[src/rtl/io_port_responder.sv]
// io_port_responder: memory-mapped I/O port for a single-cycle MIPS-style core.
// Registers: PORT_OUT (R/W), PORT_IN (RO), STATUS (RO), CLEAR (WO), FIFO_DATA (RO-pop).
//
// Ports:
//   clk, reset       - single clock, synchronous active-high reset
//   Address          - processor data address (ALU result)
//   WriteData        - store data
//   MemWrite/MemRead - store / load strobes
//   PortIn           - asynchronous external input pins
//   ReadData         - combinational load data (0 when not hit)
//   Hit              - Address selects one of this block's registers
//   PortOut          - registered external output port
module io_port_responder #(
   parameter logic [31:0] BASE_ADDR  = 32'h1001_0040,
   parameter int unsigned FIFO_DEPTH = 4
) (
   input  logic        clk,
   input  logic        reset,
   input  logic [31:0] Address,
   input  logic [31:0] WriteData,
   input  logic        MemWrite,
   input  logic        MemRead,
   input  logic [7:0]  PortIn,
   output logic [31:0] ReadData,
   output logic        Hit,
   output logic [31:0] PortOut
);

   localparam int unsigned PW = $clog2(FIFO_DEPTH);
   localparam int unsigned CW = PW + 1;

   localparam logic [29:0] BASE_WORD = BASE_ADDR[31:2];

   // ------------------------------------------------------------
   // Address decode (byte lanes ignored)
   // ------------------------------------------------------------
   logic [29:0] word;
   logic        sel_out;
   logic        sel_in;
   logic        sel_stat;
   logic        sel_clr;
   logic        sel_fifo;
   logic        unused_addr_lsb;

   assign word     = Address[31:2];
   assign sel_out  = (word == BASE_WORD);
   assign sel_in   = (word == BASE_WORD + 30'd1);
   assign sel_stat = (word == BASE_WORD + 30'd2);
   assign sel_clr  = (word == BASE_WORD + 30'd3);
   assign sel_fifo = (word == BASE_WORD + 30'd4);
   assign Hit      = sel_out | sel_in | sel_stat | sel_clr | sel_fifo;

   assign unused_addr_lsb = ^Address[1:0];

   // ------------------------------------------------------------
   // State
   // ------------------------------------------------------------
   logic [31:0]   port_out_q, port_out_d;
   logic [7:0]    sync1_q, sync1_d;
   logic [7:0]    sync2_q, sync2_d;
   logic [7:0]    prev_q, prev_d;
   logic [PW-1:0] wr_ptr_q, wr_ptr_d;
   logic [PW-1:0] rd_ptr_q, rd_ptr_d;
   logic [CW-1:0] count_q, count_d;
   logic          change_flag_q, change_flag_d;
   logic          overflow_q, overflow_d;
   logic [7:0]    mem_q [FIFO_DEPTH];
   logic [7:0]    mem_d [FIFO_DEPTH];

   // ------------------------------------------------------------
   // FIFO control
   // ------------------------------------------------------------
   logic full;
   logic empty;
   logic change;
   logic pop;
   logic wr_en;
   logic ovf_set;
   logic st_out;
   logic st_clr;

   assign full   = (count_q == CW'(FIFO_DEPTH));
   assign empty  = (count_q == '0);
   assign change = (sync2_q != prev_q);
   assign pop    = MemRead & sel_fifo & ~empty;
   assign st_out = MemWrite & sel_out;
   assign st_clr = MemWrite & sel_clr;

   // A full FIFO still accepts the sample when the head leaves
   // in the same cycle; only an unserviced full push overflows.
   assign wr_en   = change & (~full | pop);
   assign ovf_set = change & full & ~pop;

   always_comb begin
      port_out_d = port_out_q;
      if (st_out) begin
         port_out_d = WriteData;
      end
   end

   always_comb begin
      sync1_d = PortIn;
      sync2_d = sync1_q;
      prev_d  = sync2_q;
   end

   always_comb begin
      wr_ptr_d = wr_ptr_q;
      rd_ptr_d = rd_ptr_q;
      count_d  = count_q;
      if (wr_en) begin
         wr_ptr_d = wr_ptr_q + PW'(1);
      end
      if (pop) begin
         rd_ptr_d = rd_ptr_q + PW'(1);
      end
      unique case ({wr_en, pop})
         2'b10:   count_d = count_q + CW'(1);
         2'b01:   count_d = count_q - CW'(1);
         default: count_d = count_q;
      endcase
   end

   always_comb begin
      mem_d = mem_q;
      if (wr_en) begin
         mem_d[wr_ptr_q] = sync2_q;
      end
   end

   // Sticky flags: a set in the same cycle beats a clear.
   always_comb begin
      change_flag_d = change_flag_q;
      overflow_d    = overflow_q;
      if (st_clr && WriteData[0]) begin
         change_flag_d = 1'b0;
      end
      if (st_clr && WriteData[1]) begin
         overflow_d = 1'b0;
      end
      if (change) begin
         change_flag_d = 1'b1;
      end
      if (ovf_set) begin
         overflow_d = 1'b1;
      end
   end

   always_ff @(posedge clk) begin
      if (reset) begin
         port_out_q    <= '0;
         sync1_q       <= '0;
         sync2_q       <= '0;
         prev_q        <= '0;
         wr_ptr_q      <= '0;
         rd_ptr_q      <= '0;
         count_q       <= '0;
         change_flag_q <= 1'b0;
         overflow_q    <= 1'b0;
      end else begin
         port_out_q    <= port_out_d;
         sync1_q       <= sync1_d;
         sync2_q       <= sync2_d;
         prev_q        <= prev_d;
         wr_ptr_q      <= wr_ptr_d;
         rd_ptr_q      <= rd_ptr_d;
         count_q       <= count_d;
         change_flag_q <= change_flag_d;
         overflow_q    <= overflow_d;
      end
   end

   // Storage is not reset; the pointers make stale entries invisible.
   always_ff @(posedge clk) begin
      if (!reset) begin
         mem_q <= mem_d;
      end
   end

   // ------------------------------------------------------------
   // Read mux
   // ------------------------------------------------------------
   logic [31:0] status;
   logic [31:0] fifo_rd;

   assign status  = {24'b0, overflow_q, change_flag_q,
                     4'(count_q), full, empty};
   assign fifo_rd = empty ? 32'h0 : {24'b0, mem_q[rd_ptr_q]};

   always_comb begin
      ReadData = 32'h0;
      unique case (1'b1)
         sel_out:  ReadData = port_out_q;
         sel_in:   ReadData = {24'b0, sync2_q};
         sel_stat: ReadData = status;
         sel_fifo: ReadData = fifo_rd;
         default:  ReadData = 32'h0;
      endcase
   end

   assign PortOut = port_out_q;

endmodule

[config.mk]
export PLATFORM = sky130hd
export DESIGN_NAME = io_port_responder
export DESIGN_NICKNAME = d
export VERILOG_FILES = /design/src/rtl/io_port_responder.sv
export SDC_FILE = /design/constraint.sdc
export NUM_CORES = 1
export LEC_CHECK = 0
export BUFFER_PORTS_ARGS = -buffer_cell sky130_fd_sc_hd__buf_2
export CAP_MARGIN = 20
export CORE_AREA = 2 2 100 102
export DETAILED_ROUTE_END_ITERATION = 12
export DIE_AREA = 0 0 102 104
export PLACE_DENSITY = 0.8
export SETUP_SLACK_MARGIN = 0.3
export SYNTH_ARGS = -nofsm -noshare
export SYNTH_HDL_FRONTEND = slang
export SYNTH_SLANG_ARGS = --single-unit
[constraint.sdc]
create_clock -name clk -period 2.75 [get_ports clk]
set_clock_uncertainty 0.15 [all_clocks]
set_input_delay 0.4125 -clock clk [delete_from_list [all_inputs] [get_ports clk]]
set_output_delay 0.4125 -clock clk [all_outputs]
set_load 0.05 [all_outputs]
## After elaboration in Yosys (flattened, before gate mapping)

Cells that the tools add are included.

- Muxes and demuxes: 13
- Equality and inequality tests: 9
- $lt $le $gt $ge: 3
- Reductions and logical operators: 8
- $add $sub $neg: 4
- Bitwise gates (word level): 18

Operators by type and width:

| cell | count |
|---|---|
| $eq A30 B27 Y1 const B | 5 |
| $pmux W32 S4 | 1 |
| $bwmux W32 | 1 |
| $mux W8 | 4 |
| $bmux W8 S2 | 1 |
| $demux W8 S2 | 1 |
| $ne A8 B8 Y1 | 1 |
| $and A1 B1 Y1 | 7 |
| $ge A3 B3 Y1 const B | 2 |
| $not A2 Y3 | 2 |
| $pmux W3 S2 | 1 |
| $reduce_bool A2 Y1 | 3 |
| $or A1 B1 Y1 | 5 |
| $add A2 B1 Y2 const B | 2 |
| $mux W1 | 4 |
| $not A1 Y1 | 4 |
| $add A3 B1 Y3 const B | 1 |
| $eq A3 B3 Y1 const B | 1 |
| $logic_and A1 B1 Y1 | 3 |
| $logic_not A3 Y1 | 1 |
| $lt A3 B1 Y1 const B | 1 |
| $sub A3 B1 Y3 const B | 1 |
| $eq A2 B1 Y1 const B | 1 |
| $eq A2 B2 Y1 const B | 1 |
| $reduce_and A2 Y1 | 1 |

- Word-level logic and storage cells: 68
- Bits of input ports: 76
- Bits in registers: 97
- Output and inout bits: 65

## Longest topological paths before layout

- Depth after elaboration: 7
- Depth in mapped cells: 11
- Depth with buffers taken out: 9

## Least setup slack after synthesis

No wires, ideal clock.

- Path kind: input-to-output
- From: input port Address[8]
- To: output port ReadData[5]
- Arrival: 2.575 ns
- Stages on the path: 7
- Path slack: -0.387 ns
- Path buffers: 2
- Cell sequence: nor4_1 > nand4_1 > or3_1 > buf_2 > or2_2 > clkbuf_1 > o221ai_1

- Word-level cells in the longest chain between the ends: 2
- Elaborated cells between the ends (all ways): 5

Ends and longest elaborated chain:

| item | line | text |
|---|---|---|
| start: declaration | 19 | `input logic [31:0] Address,` |
| $eq A30 B27 Y1, on equally long branches | - |  |
| $pmux W32 S4 (*) | 192 | `unique case (1'b1)` |
| end: declaration | 24 | `output logic [31:0] ReadData,` |

Mark *: on every way between the ends. The rest lies on a longest branch, timed or not.

## Worst setup path in the final report

- From: input port Address[8]
- To: output port ReadData[29]

Same word-level chain as after synthesis.

==> metrics <==
status=complete, no violations; Tmin final=approximately 2700 ps; CP Capture Type=output port; Worst Setup Start Kind=primary input; CTS tree=built; Core Area=~9500 µm²; HPWL Detailed=7.50 mm; GPL Wtd Cong=0.960; initial antenna violation count=0; CTS H-Tree Depth=3; Synth Net Count=about 500; top cells by area, synth=dfxtp_1 31%, edfxtp_1 23%, nand2_1 6.7%; Crit path largest cell delay=between 400 and 500 ps; final WL=10.8 mm; Pleak=2.54 nW; CTS clk-pin slew, worst paths=100 ps; Die Height=around 100 µm; Gate Count Post-Synth=417; share of cells above drive strength 1=44.4%; initial DRC count=180; hold slack=98.7 ps; worst-margin pin slew=455 ps; ys flop type=dfxtp_1; Hold Crit Start=PortIn[4]; total power=3.20 mW; routed len/inst=between 15 and 20 µm; syn_area_per_cell=9.99 µm²; Warnings, synthesis=0; area grow syn2layout=48.6%; CP Cell Sequence=buf_6 -> nor4_4 -> nand4_1 -> or3_4 -> nor3_4 -> buf_6 -> buf_6 -> and2_4 -> buf_6; number of max-cap violations=0; hold buffers post-CTS=0; Final Slew Violations=0; Finished Layout Cells=a little over 700; FFs w/ async S/R, synth=0%; Root Buffer=clkbuf_8; clk_lat worst skew=360 ps; hold path cells=2; register area share after synthesis=54.3%; Vias/cell=4.99; Setup Viol. Count Final=0; first-pass GRT wire length=17.0 mm; Tot GR Track Use=between 20% and 30%; TritonCTS Buffers=9; die width=102 µm; area share of the largest cell type after synthesis=31.3%; dpl cells=691; Synth area leader=dfxtp_1; PortBufs=roughly 140; Fin. Hold Viols=0; Yosys reg bits=97; synth cell count leaders=74 x nand2_1, 65 x dfxtp_1, 45 x a21oi_1; number of remaining DRC errors=0; CP max stage cell=or3_4; Hold EP=sync1_q[4]; Reg2Reg Capture Point=count_q[1]; std cell rows=36; GR Overflow Total=0; Die ar.=10600 µm²; unrepaired setup endpoints after global routing=yes; reg2reg path depth=9; via count=3550; Layout Nets=655; IO Count=141; R2R setup slack=130 ps; WP data arrival=about 2200 ps; antenna-violating nets left=0; EDFF count, synth=32; top-count cell post-synth=nand2_1; clk sinks=97; Worst Path Max Fanout=7; peak supply drop=0.251 mV; Tightest Hold Check Type=in2reg; synth unique cells=38; Antenna Cells=0; largest net degree at the start of global routing=33; slew margin rel.=69.6%; Synth Cell Area=4160 µm²; vias in the first global route=3491; crit share post-route=99.4%; Initial Util=43.6%; PwrDens=517 nW/µm²; Highest Clock Rate=around 0.37 GHz; most used cell along the critical path=buf_6; Worst R2R Start=prev_d[0]; Worst EP required=2190 ps; clock buffer depth=2; 1st-pass router iterations=4; CP Class=in2out
## timing repair
| item | CTS | global route |
|---|---|---|
| pin swaps | 10 | 8 |
| buffers inserted | 3 | 1 |
| resized for setup | 112 | 16 |
| endpoints found under the setup margin | 67 | 67 |
| gates cloned | 1 | 0 |
## worst max-delay path by stage
| stage | startpoint | to | slack (ps) | cells after the start |
|---|---|---|---|---|
| floorplan | Address[8] | ReadData[5] | 100 | 7 |
| global placement | Address[7] | ReadData[26] | -120 | 9 |
| detailed placement | Address[8] | ReadData[27] | -170 | 9 |
| CTS | Address[8] | ReadData[29] | 7 | 9 |
| global route | Address[8] | ReadData[25] | -40 | 9 |
| finish | Address[8] | ReadData[29] | 20 | 9 |
## stage by stage
step / setup TNS, ps / utilization [%] / instance area [µm²] / setup WS (ps)
final: 0 / 64.8 / 6190 / 15.7
after global routing: -343 / 64.8 / 6190 / -40.6
after CTS: 0 / 64.0 / 6110 / 6.76
after detailed placement: -3570 / 57.1 / 5460 / -167
after global placement: -2480 / 57.1 / 5460 / -118
after floorplan: 0 / - / 4470 / 103
## placed cells by master (no fill, tap or decap), types with 7 or more instances in the layout
cell type,Yosys,layout
clkbuf_8,0,9
buf_8,0,24
nor2b_1,25,25
buf_2,5,100
mux2i_1,9,9
buf_4,1,25
dfxtp_1,65,62
a21oi_1,45,45
inv_1,15,15
mux4_2,8,8
nand2_1,74,73
o22ai_4,0,7
buf_6,3,20
xor2_1,11,11
edfxtp_1,32,32
nor2_1,17,14
and2_4,0,25
## cell type report
class	instances	area, µm²
clock buffer	10	149
clock inverter	6	105
fill	709	3360
inverter	15	56.3
multi-input combinational	277	2070
sequential	97	2270
tap	133	166
timing repair buffer	174	1370
## layer usage
layer  track usage [%]  routed length (µm)  share of wire [%]
met1              23.4                4030                 37
met2              36.5                5880                 55
met3              4.23                 634                5.9
met4              9.33                 240                2.2
met5                 0                   0                  0
## cells by family (layout without fill, tap and decap cells)
group | after synthesis | in the layout | share of synthesized area (%)
adders and majority gates | 5 | 5 | 1.68
AOI/OAI and AO/OA | 60 | 60 | 7.81
DFF | 97 | 97 | 54.3
xor gates and xnor gates | 14 | 14 | 2.94
and+or+nand+nor | 181 | 181 | 22.1
muxes | 17 | 17 | 6.49
buffers and inverters | 43 | 205 | 4.66
## flip-flops by register name (all words and copies together) (netlist names)
| register | count |
|---|---|
| mem_q | 32 |
| overflow_q | 1 |
| sync1_q | 8 |
| wr_ptr_q | 2 |
| prev_q | 8 |
| PortOut | 32 |
| count_q | 3 |
| change_flag_q | 1 |
| rd_ptr_q | 2 |
| prev_d | 8 |
## worst max-delay path: cells and delay by family
family	cells	cell delay (ps)
buffers and inverters	4	560
AND/OR/NAND/NOR	5	1190
## where the power goes
group / leakage, nW / switching, mW / internal [mW]
Combinational: 1.59 / 0.249 / 0.223
Clock: 0.127 / 0.525 / 0.588
Sequential: 0.830 / 0.0444 / 1.57
Power figures use the tool's default switching activity.
